## src/rtl/rx_ds_char_if.sv

```systemverilog
// Pad and character bundle of the data-strobe link receiver.
// master is the receiver side, slave is the pad driver / link layer.
interface rx_ds_char_if #(
    parameter int DATA_W = 8
);
    logic              d;
    logic              s;
    logic [DATA_W-1:0] rxData;
    logic              rxIsCtrl;
    logic              rxValid;
    logic              rxParityErr;
    logic              rxNull;
    logic              rxGotNull;
    logic              rxDisconnect;

    modport master (
        input  d,
        input  s,
        output rxData,
        output rxIsCtrl,
        output rxValid,
        output rxParityErr,
        output rxNull,
        output rxGotNull,
        output rxDisconnect
    );

    modport slave (
        output d,
        output s,
        input  rxData,
        input  rxIsCtrl,
        input  rxValid,
        input  rxParityErr,
        input  rxNull,
        input  rxGotNull,
        input  rxDisconnect
    );
endinterface

```

## src/rtl/rx_ds_char.sv

```systemverilog
// Data-strobe receiver: synchronises d/s, recovers bits on d^s edges
// and frames odd-parity data/control characters with NULL and timeout.
module rx_ds_char #(
    parameter int SYNC_STAGES = 2,
    parameter int DATA_W      = 8,
    parameter int TIMEOUT     = 64
) (
    input logic          rxClk,
    input logic          rxReset,
    rx_ds_char_if.master rx
);
    localparam int IW = $clog2(DATA_W);
    localparam int TW = $clog2(TIMEOUT + 1);

    typedef enum logic [1:0] {
        ST_IDLE,
        ST_PAR,
        ST_FLAG,
        ST_PAY
    } state_e;

    logic [SYNC_STAGES-1:0] d_sync_q, d_sync_d;
    logic [SYNC_STAGES-1:0] s_sync_q, s_sync_d;
    logic                   xs_prev_q, xs_prev_d;
    logic                   edge_q, edge_d;
    logic                   bit_q, bit_d;
    state_e                 state_q, state_d;
    logic                   ppf_q, ppf_d;
    logic                   pay_par_q, pay_par_d;
    logic                   prev_par_q, prev_par_d;
    logic                   frm_ctrl_q, frm_ctrl_d;
    logic [IW-1:0]          idx_q, idx_d;
    logic [DATA_W-1:0]      sh_q, sh_d;
    logic [TW-1:0]          tcnt_q, tcnt_d;
    logic                   esc_q, esc_d;
    logic [DATA_W-1:0]      data_q, data_d;
    logic                   is_ctrl_q, is_ctrl_d;
    logic                   valid_q, valid_d;
    logic                   perr_q, perr_d;
    logic                   null_q, null_d;
    logic                   got_null_q, got_null_d;
    logic                   disc_q, disc_d;

    logic          xs_now;
    logic          done;
    logic          good;
    logic [IW-1:0] last_idx;

    assign xs_now = d_sync_q[SYNC_STAGES-1] ^ s_sync_q[SYNC_STAGES-1];

    always_comb begin
        d_sync_d   = {d_sync_q[SYNC_STAGES-2:0], rx.d};
        s_sync_d   = {s_sync_q[SYNC_STAGES-2:0], rx.s};
        xs_prev_d  = xs_now;
        edge_d     = xs_now ^ xs_prev_q;
        bit_d      = d_sync_q[SYNC_STAGES-1];
        state_d    = state_q;
        ppf_d      = ppf_q;
        pay_par_d  = pay_par_q;
        prev_par_d = prev_par_q;
        frm_ctrl_d = frm_ctrl_q;
        idx_d      = idx_q;
        sh_d       = sh_q;
        tcnt_d     = tcnt_q;
        esc_d      = esc_q;
        data_d     = data_q;
        is_ctrl_d  = is_ctrl_q;
        got_null_d = got_null_q;
        disc_d     = disc_q;
        valid_d    = 1'b0;
        perr_d     = 1'b0;
        null_d     = 1'b0;
        done       = 1'b0;
        good       = 1'b0;
        last_idx   = frm_ctrl_q ? IW'(1) : IW'(DATA_W - 1);

        if (edge_q) begin
            tcnt_d = '0;
            disc_d = 1'b0;
            unique case (state_q)
                // prior payload counts as zeros after IDLE
                ST_IDLE: begin
                    ppf_d   = bit_q;
                    state_d = ST_FLAG;
                end
                ST_PAR: begin
                    ppf_d   = prev_par_q ^ bit_q;
                    state_d = ST_FLAG;
                end
                ST_FLAG: begin
                    ppf_d      = ppf_q ^ bit_q;
                    frm_ctrl_d = bit_q;
                    idx_d      = '0;
                    sh_d       = '0;
                    pay_par_d  = 1'b0;
                    state_d    = ST_PAY;
                end
                ST_PAY: begin
                    sh_d[idx_q] = bit_q;
                    pay_par_d   = pay_par_q ^ bit_q;
                    idx_d       = idx_q + IW'(1);
                    if (idx_q == last_idx) begin
                        done       = 1'b1;
                        good       = ppf_q ^ pay_par_d;
                        prev_par_d = pay_par_d;
                        state_d    = ST_PAR;
                    end
                end
                default: state_d = ST_IDLE;
            endcase
        end else if (state_q != ST_IDLE) begin
            if (tcnt_q == TW'(TIMEOUT - 1)) begin
                disc_d     = 1'b1;
                got_null_d = 1'b0;
                esc_d      = 1'b0;
                tcnt_d     = '0;
                state_d    = ST_IDLE;
            end else begin
                tcnt_d = tcnt_q + TW'(1);
            end
        end

        if (done) begin
            if (good) begin
                valid_d   = 1'b1;
                data_d    = sh_d;
                is_ctrl_d = frm_ctrl_q;
                esc_d     = frm_ctrl_q && (sh_d[1:0] == 2'b11);
                if (frm_ctrl_q && sh_d[1:0] == 2'b00 && esc_q) begin
                    null_d     = 1'b1;
                    got_null_d = 1'b1;
                end
            end else begin
                perr_d     = 1'b1;
                got_null_d = 1'b0;
                esc_d      = 1'b0;
            end
        end
    end

    always_ff @(posedge rxClk) begin
        if (rxReset) begin
            d_sync_q   <= '0;
            s_sync_q   <= '0;
            xs_prev_q  <= 1'b0;
            edge_q     <= 1'b0;
            bit_q      <= 1'b0;
            state_q    <= ST_IDLE;
            ppf_q      <= 1'b0;
            pay_par_q  <= 1'b0;
            prev_par_q <= 1'b0;
            frm_ctrl_q <= 1'b0;
            idx_q      <= '0;
            sh_q       <= '0;
            tcnt_q     <= '0;
            esc_q      <= 1'b0;
            data_q     <= '0;
            is_ctrl_q  <= 1'b0;
            valid_q    <= 1'b0;
            perr_q     <= 1'b0;
            null_q     <= 1'b0;
            got_null_q <= 1'b0;
            disc_q     <= 1'b0;
        end else begin
            d_sync_q   <= d_sync_d;
            s_sync_q   <= s_sync_d;
            xs_prev_q  <= xs_prev_d;
            edge_q     <= edge_d;
            bit_q      <= bit_d;
            state_q    <= state_d;
            ppf_q      <= ppf_d;
            pay_par_q  <= pay_par_d;
            prev_par_q <= prev_par_d;
            frm_ctrl_q <= frm_ctrl_d;
            idx_q      <= idx_d;
            sh_q       <= sh_d;
            tcnt_q     <= tcnt_d;
            esc_q      <= esc_d;
            data_q     <= data_d;
            is_ctrl_q  <= is_ctrl_d;
            valid_q    <= valid_d;
            perr_q     <= perr_d;
            null_q     <= null_d;
            got_null_q <= got_null_d;
            disc_q     <= disc_d;
        end
    end

    assign rx.rxData       = data_q;
    assign rx.rxIsCtrl     = is_ctrl_q;
    assign rx.rxValid      = valid_q;
    assign rx.rxParityErr  = perr_q;
    assign rx.rxNull       = null_q;
    assign rx.rxGotNull    = got_null_q;
    assign rx.rxDisconnect = disc_q;
endmodule

```

## src/flat_wrapper.sv

```systemverilog
// flat-port wrapper written by rule: the top's interface ports become plain ports
module rx_ds_char_flat 
#(
    parameter int SYNC_STAGES = 2,
    parameter int DATA_W      = 8,
    parameter int TIMEOUT     = 64
)
  (rxClk, rxReset, rx_d, rx_s, rx_rxData, rx_rxIsCtrl, rx_rxValid, rx_rxParityErr, rx_rxNull, rx_rxGotNull, rx_rxDisconnect);
  rx_ds_char_if #(.DATA_W(DATA_W)) rx_i ();
  input logic rxClk;
  input logic rxReset;
  input wire logic [$bits(rx_i.d)-1:0] rx_d;
  input wire logic [$bits(rx_i.s)-1:0] rx_s;
  output wire logic [$bits(rx_i.rxData)-1:0] rx_rxData;
  output wire logic [$bits(rx_i.rxIsCtrl)-1:0] rx_rxIsCtrl;
  output wire logic [$bits(rx_i.rxValid)-1:0] rx_rxValid;
  output wire logic [$bits(rx_i.rxParityErr)-1:0] rx_rxParityErr;
  output wire logic [$bits(rx_i.rxNull)-1:0] rx_rxNull;
  output wire logic [$bits(rx_i.rxGotNull)-1:0] rx_rxGotNull;
  output wire logic [$bits(rx_i.rxDisconnect)-1:0] rx_rxDisconnect;
  assign rx_i.d = rx_d;
  assign rx_i.s = rx_s;
  assign rx_rxData = rx_i.rxData;
  assign rx_rxIsCtrl = rx_i.rxIsCtrl;
  assign rx_rxValid = rx_i.rxValid;
  assign rx_rxParityErr = rx_i.rxParityErr;
  assign rx_rxNull = rx_i.rxNull;
  assign rx_rxGotNull = rx_i.rxGotNull;
  assign rx_rxDisconnect = rx_i.rxDisconnect;
  rx_ds_char #(.SYNC_STAGES(SYNC_STAGES), .DATA_W(DATA_W), .TIMEOUT(TIMEOUT)) u_core (.rxClk(rxClk), .rxReset(rxReset), .rx(rx_i));
endmodule
```

## config.mk

```make
export PLATFORM = sky130hd
export DESIGN_NAME = rx_ds_char_flat
export DESIGN_NICKNAME = d
export VERILOG_FILES = /design/src/rtl/rx_ds_char_if.sv /design/src/rtl/rx_ds_char.sv /design/src/flat_wrapper.sv
export SDC_FILE = /design/constraint.sdc
export NUM_CORES = 1
export LEC_CHECK = 0
export ABC_AREA = 1
export CAP_MARGIN = 20
export CELL_PAD_IN_SITES_DETAIL_PLACEMENT = 1
export CELL_PAD_IN_SITES_GLOBAL_PLACEMENT = 1
export CORE_ASPECT_RATIO = 0.6
export CORE_MARGIN = 3
export CORE_UTILIZATION = 35
export CTS_BUF_LIST = sky130_fd_sc_hd__clkbuf_2 sky130_fd_sc_hd__clkbuf_4 sky130_fd_sc_hd__clkbuf_8
export CTS_CLUSTER_DIAMETER = 200
export DETAILED_ROUTE_END_ITERATION = 8
export PLACE_DENSITY_LB_ADDON = 0.1
export SLEW_MARGIN = 10
export SYNTH_ARGS = -nofsm -noshare
export SYNTH_HDL_FRONTEND = slang
export SYNTH_SLANG_ARGS = --single-unit
```

## constraint.sdc

```tcl
create_clock -name rxClk -period 2.9 [get_ports rxClk]
set_input_delay 0.29 -clock rxClk [delete_from_list [all_inputs] [get_ports rxClk]]
set_output_delay 0.29 -clock rxClk [all_outputs]
set_load 0.02 [all_outputs]
```

* Yosys cells after proc, flatten, opt, wreduce, memory -nomap -nowiden
Cells that the tools add are included.
** Storage, ports and cells
- Register bits :: 46
- Bits of input ports :: 4
- Word-level logic and storage cells :: 101
** Operators by class
- Add/sub/neg operators :: 2
- Order comparisons :: 2
- Equality and inequality tests :: 8
- Mux-type cells :: 35
- Bitwise gates (word level) :: 8
- Reductions and logical operators :: 25
** Operator list (number)
- 1-bit two-way mux :: 21
- 8-bit case mux with 2 select lines :: 1
- 2-bit nonzero test :: 6
- 2-bit AND reduction :: 5
- 3-bit AND reduction :: 3
- 8-bit bitwise mux :: 1
- 2-bit two-way mux :: 4
- 8-bit two-way mux :: 1
- 7-bit by 1-bit adder with 7-bit output, second input constant :: 1
- 7-bit by 6-bit equality test with 1-bit output, second input constant :: 1
- 7-bit two-way mux :: 1
- 2-bit equality test, second input constant :: 3
- 2-bit case mux with 3 select lines :: 1
- 3-bit case mux with 2 select lines :: 1
- 2-bit OR reduction :: 3
- 1-bit bitwise XOR :: 6
- 1-bit logical AND :: 4
- 2-bit zero test :: 2
- 3-bit by 4-bit < comparator with 1-bit output, second input constant :: 1
- 3-bit by 1-bit adder with 3-bit output, second input constant :: 1
- 1-bit demux with 3-bit select :: 1
- 3-bit equality test :: 1
- 3-bit by 1-bit greater-or-equal comparator with 1-bit output, second input constant :: 1
- 3-bit two-way mux :: 1
- other kinds (8) :: 9

* Logic depth before layout (Yosys ltp)
- Depth after elaboration :: 13
- Mapped depth :: 11
- Depth with buffers taken out :: 11

* Worst setup path before layout
No wires, ideal clock.
- Kind :: register to register
- Start point :: register u_core.state_q[1]
- End point :: register u_core.data_q[1] (netlist: u_core.rx.rxData[1])
- Setup time :: 0.067 ns
- Data arrival time :: 1.325 ns
- Setup slack :: 1.508 ns
- Cell stages (with the launch flop) :: 9
- Path buffers :: 1
- Period minus slack after synthesis :: 1.392 ns
- Path through :: dfxtp_1 ha_1 nand2_2 clkinv_2 nand3_4 nor2_8 buf_8 nand2_2 a21oi_2
** Between the ends
- Longest elaborated chain between the ends :: 4
- Elaborated cells on any way between the ends :: 9
- Those cells by class :: 2 x eq/ne; 6 x mux; 1 x reduce/logical
** RTL lines
- start: declaration :: RTL line rx_ds_char.sv:27 : state_e state_q, state_d;
- start signal: assignment :: RTL line rx_ds_char.sv:170 : state_q <= state_d;
- 2-bit equality test :: RTL line rx_ds_char.sv:80 : unique case (state_q)
- 1-bit two-way mux :: RTL line rx_ds_char.sv:80
- 1-bit two-way mux :: RTL line rx_ds_char.sv:77 : if (edge_q) begin
- 2-bit AND reduction (no source line)
- end signal: assignment :: RTL line rx_ds_char.sv:179 : data_q <= data_d;
- end: declaration :: RTL line rx_ds_char.sv:36 : logic [DATA_W-1:0] data_q, data_d;
Several ways; a longest one is shown, not always the timed one.
A chain may end at the register's enable or synchronous reset.

* Final worst setup path
- Start point :: register u_core.idx_q[0]
- End point :: register u_core.esc_q
** Between the ends
- Longest elaborated chain between the ends :: 11
- Elaborated cells on any way between the ends :: 23
- Those cells by class :: 2 x order compare; 3 x eq/ne; 13 x mux; 5 x reduce/logical
** RTL lines
- start: declaration :: RTL line rx_ds_char.sv:32 : logic [IW-1:0] idx_q, idx_d;
- start signal: assignment :: RTL line rx_ds_char.sv:175 : idx_q <= idx_d;
- 3-bit by 4-bit < comparator with 1-bit output (not written as such) or 3-bit by 1-bit greater-or-equal comparator with 1-bit output (tied branches) :: RTL line rx_ds_char.sv:99 : sh_d[idx_q] = bit_q;
- 1-bit logical AND (not written as such) :: RTL line rx_ds_char.sv:99
- 1-bit two-way mux (not written as such) :: RTL line rx_ds_char.sv:99
- 1-bit demux with 3-bit select
- 8-bit bitwise mux :: RTL line rx_ds_char.sv:99
- 8-bit case mux with 2 select lines :: RTL line rx_ds_char.sv:80
- 8-bit two-way mux :: RTL line rx_ds_char.sv:77
- 2-bit equality test :: RTL line rx_ds_char.sv:128 : esc_d = frm_ctrl_q && (sh_d[1:0] == 2'b11);
- 1-bit logical AND :: RTL line rx_ds_char.sv:128
- 1-bit two-way mux :: RTL line rx_ds_char.sv:124 : if (good) begin
- 1-bit two-way mux :: RTL line rx_ds_char.sv:123 : if (done) begin
- end signal: assignment :: RTL line rx_ds_char.sv:178 : esc_q <= esc_d;
- end: declaration :: RTL line rx_ds_char.sv:35 : logic esc_q, esc_d;
Several ways; a longest one is shown, not always the timed one.

==> out/metrics.csv <==
metric;value;unit
Final setup viols;0;
CTS tree;yes;
aggregate global routing overflow;0;
min Tclk post-route;1.74;ns
met3 Usage GRT;0.0387;
first-pass GRT wire length;8.34;mm
leak pwr;0.000928;uW
RR Endpoint;u_core.esc_q$_SDFFE_PP0P_;
Hold Crit Depth;2;
Syn Nets;266;
Final Hold Fails;0;
clk root buf;clkbuf_8;
number of synthesized flops with an enable pin;0;
fmax;573;MHz
synth unique cells;32;
met2 usage;0.213;
slew at the pin closest to its max-slew limit;0.471;ns
final RePlAce weighted congestion;0.818;
global-route layer with the greatest usage;met1;
post_cts resized;0;
Core Area;5280;sq um
cells along the critical path;nand3_1 -> nand2_1 -> nand3_4 -> nor2_8 -> nand2_1 -> nor2_1 -> nor2_1 -> nor2_1;
layout cells sized above 1;0.104;
Worst Skew;0.00534;ns
number of DRC markers in iteration 0;63;
initial antenna violation count;0;
Post-synth ARST share;0;
vias in the first global route;1663;
cell taking the most area after synthesis;dfxtp_1;
RSZ-0062 raised after global routing;false;
worst hold start;u_core.d_sync_q[0]$_SDFF_PP0_;
total track usage;0.161;
Port Buffers;17;
Ys Warns;0;
Largest stage delay, worst path;0.56;ns
Hold Buf Count CTS;0;
# Max-Cap Violations;0;
count leader, synth;dfxtp_1;
Seq/Total Area, Yosys;0.462;
total clock sinks;46;
fin nets;286;
path depth of the worst reg2reg path;8;
Synth top area share;0.462;
synthesis-to-layout area growth;16.6;%
Residual DRC;0;
Via-to-Cell Ratio;4.67;
Hold Path Sink;u_core.d_sync_q[1]$_SDFF_PP0_;
IO Count;18;
Synth Cell Area;1990;sq um
Chip Width;103;um
Seq cells post-synth;46;
Relative slew margins;0.686;
largest net degree at the start of global routing;24;
CP arrival;1.98;ns
Slew Viols, Final;0;
reg2reg start;u_core.idx_q[0]$_SDFFE_PP0P_;
Synth top cells by count;dfxtp_1 (46), nand2_1 (41), inv_1 (33);
# rows;20;
status;complete, no violations;
flop2flop setup slack;1.16;ns
final setup TNS;0;ns
Min-Delay Path Class;reg -> reg;
wire per inst;13.3;um
Final period util;0.602;
drt pass-1 iters;4;
clock buffer depth;2;
DIE HEIGHT;64.5;um
Primary FF master, synth;dfxtp_1;
Worst Path Required;3.14;ns
Die ar.;6670;sq um
starting density of the core;0.378;
Post-CTS Setup Inserts;0;
ANT cells;0;
routed vias;1658;
synthesized instance count;257;
slowest CP cell;dfxtp_1;
CP endpoint kind;flip-flop;
CTS buffer count;5;
CP most frequent cell;nor2_1;
Clock transition at path regs;0.09;ns
power density cells;471;nW/um^2
worst-path fanout max;16;
met1 Use GR;0.255;
final wirelength;4.74;mm
Util after Layout;0.440;
critical path class;reg -> reg;
post-route antenna net violation count;0;
synth top area cells;dfxtp_1 (46%), nand2_1 (7.7%), inv_1 (6.2%);
Skew-Pair Late Insertion Delay;0.30;ns
Max H-tree Level;2;
VDD IR-drop max;0.213;mV
Synth Area per Inst;7.76;sq um
detailed placement HPWL;3.69;mm
startpoint types;flip-flop;
-- placed cells by master (no fill, tap or decap), drive strengths merged --
master / instances
xnor2: 2
o22ai: 1
nand3b: 1
inv: 35
dfxtp: 46
nand2: 46
clkinvlp: 1
nor3: 6
a221oi: 1
and3: 1
nand3: 19
xor2: 3
a21oi: 27
a31oi: 3
clkdlybuf4s50: 17
clkinv: 3
ha: 5
o21ai: 21
a21boi: 1
nor2: 31
buf: 1
or2: 1
clkbuf: 5
nand4: 1
-- kinds of logic after synthesis --
logic type      share of synthesized area
compound gates                      0.151
xor+xnor                           0.0220
fa+ha+maj                          0.0314
buf+inv                            0.0853
flops                               0.462
simple gates                        0.249
-- routing by layer --
layer	vias to the layer above	wire length, um	part of all wire
met3	4	181	0.038
met2	27	1790	0.38
met5	-	0	0
met1	758	2730	0.58
li1	869	-	-
met4	0	36	0.0076
-- through the flow --
stage               worst slack [ns]  instance area, sq um  total power (uW)  hold WS (ns)  instances
floorplan                       1.51                  1990               701         0.367        257
global placement                1.24                  2230               721         0.398        347
detailed placement              1.18                  2230               722         0.405        347
CTS                             1.16                  2320              1120         0.420        355
global route                   0.931                  2320              1150         0.435        355
finish                          1.16                  2320              1100         0.415        355
-- power by group --
| part | internal [uW] | total [uW] | switching [uW] |
|---|---|---|---|
| Sequential | 640 | 649 | 8.35 |
| Clock | 169 | 390 | 221 |
| Combinational | 18.5 | 56.9 | 38.4 |
| Total | 828 | 1100 | 267 |
-- final cells by class --
cell class              count  area (sq um)
repair buffers             18           178
fillers                   659          2960
inverters                  36           136
flip-flops and latches     46           921
multi-input cells         170           903
well taps                  77          96.3
clock buffers               5          68.8
clock inverters             3          21.3
-- worst max path at each step --
stage / from / end / slack [ns] / cells past startpoint
after floorplan: u_core.state_q[1]$_SDFFE_PP0P_ / u_core.rx.rxData[1]$_SDFFE_PP0N_ / 1.51 / 8
after global placement: rxReset / u_core.tcnt_q[2]$_SDFFE_PP0N_ / 1.24 / 5
after detailed placement: u_core.idx_q[0]$_SDFFE_PP0P_ / u_core.esc_q$_SDFFE_PP0P_ / 1.18 / 8
after CTS: u_core.idx_q[0]$_SDFFE_PP0P_ / u_core.esc_q$_SDFFE_PP0P_ / 1.16 / 8
after global routing: u_core.idx_q[0]$_SDFFE_PP0P_ / u_core.esc_q$_SDFFE_PP0P_ / 0.93 / 8
final: u_core.idx_q[0]$_SDFFE_PP0P_ / u_core.esc_q$_SDFFE_PP0P_ / 1.16 / 8
-- state kept, by name, summed over array words and instances (netlist names), 2 cells and up --
| signal | flops |
|---|---|
| u_core.rx.rxData | 8 |
| u_core.sh_q | 8 |
| u_core.tcnt_q | 7 |
| u_core.idx_q | 3 |
| u_core.d_sync_q | 2 |
| u_core.s_sync_q | 2 |
| u_core.state_q | 2 |
-- worst max-delay path, delay by kind of cell, from the launching register on --
kind             cells  cell delay [ns]
DFF                  1             0.56
and+or+nand+nor      8             1.12
No activity file was read; power rests on OpenSTA's default activity.
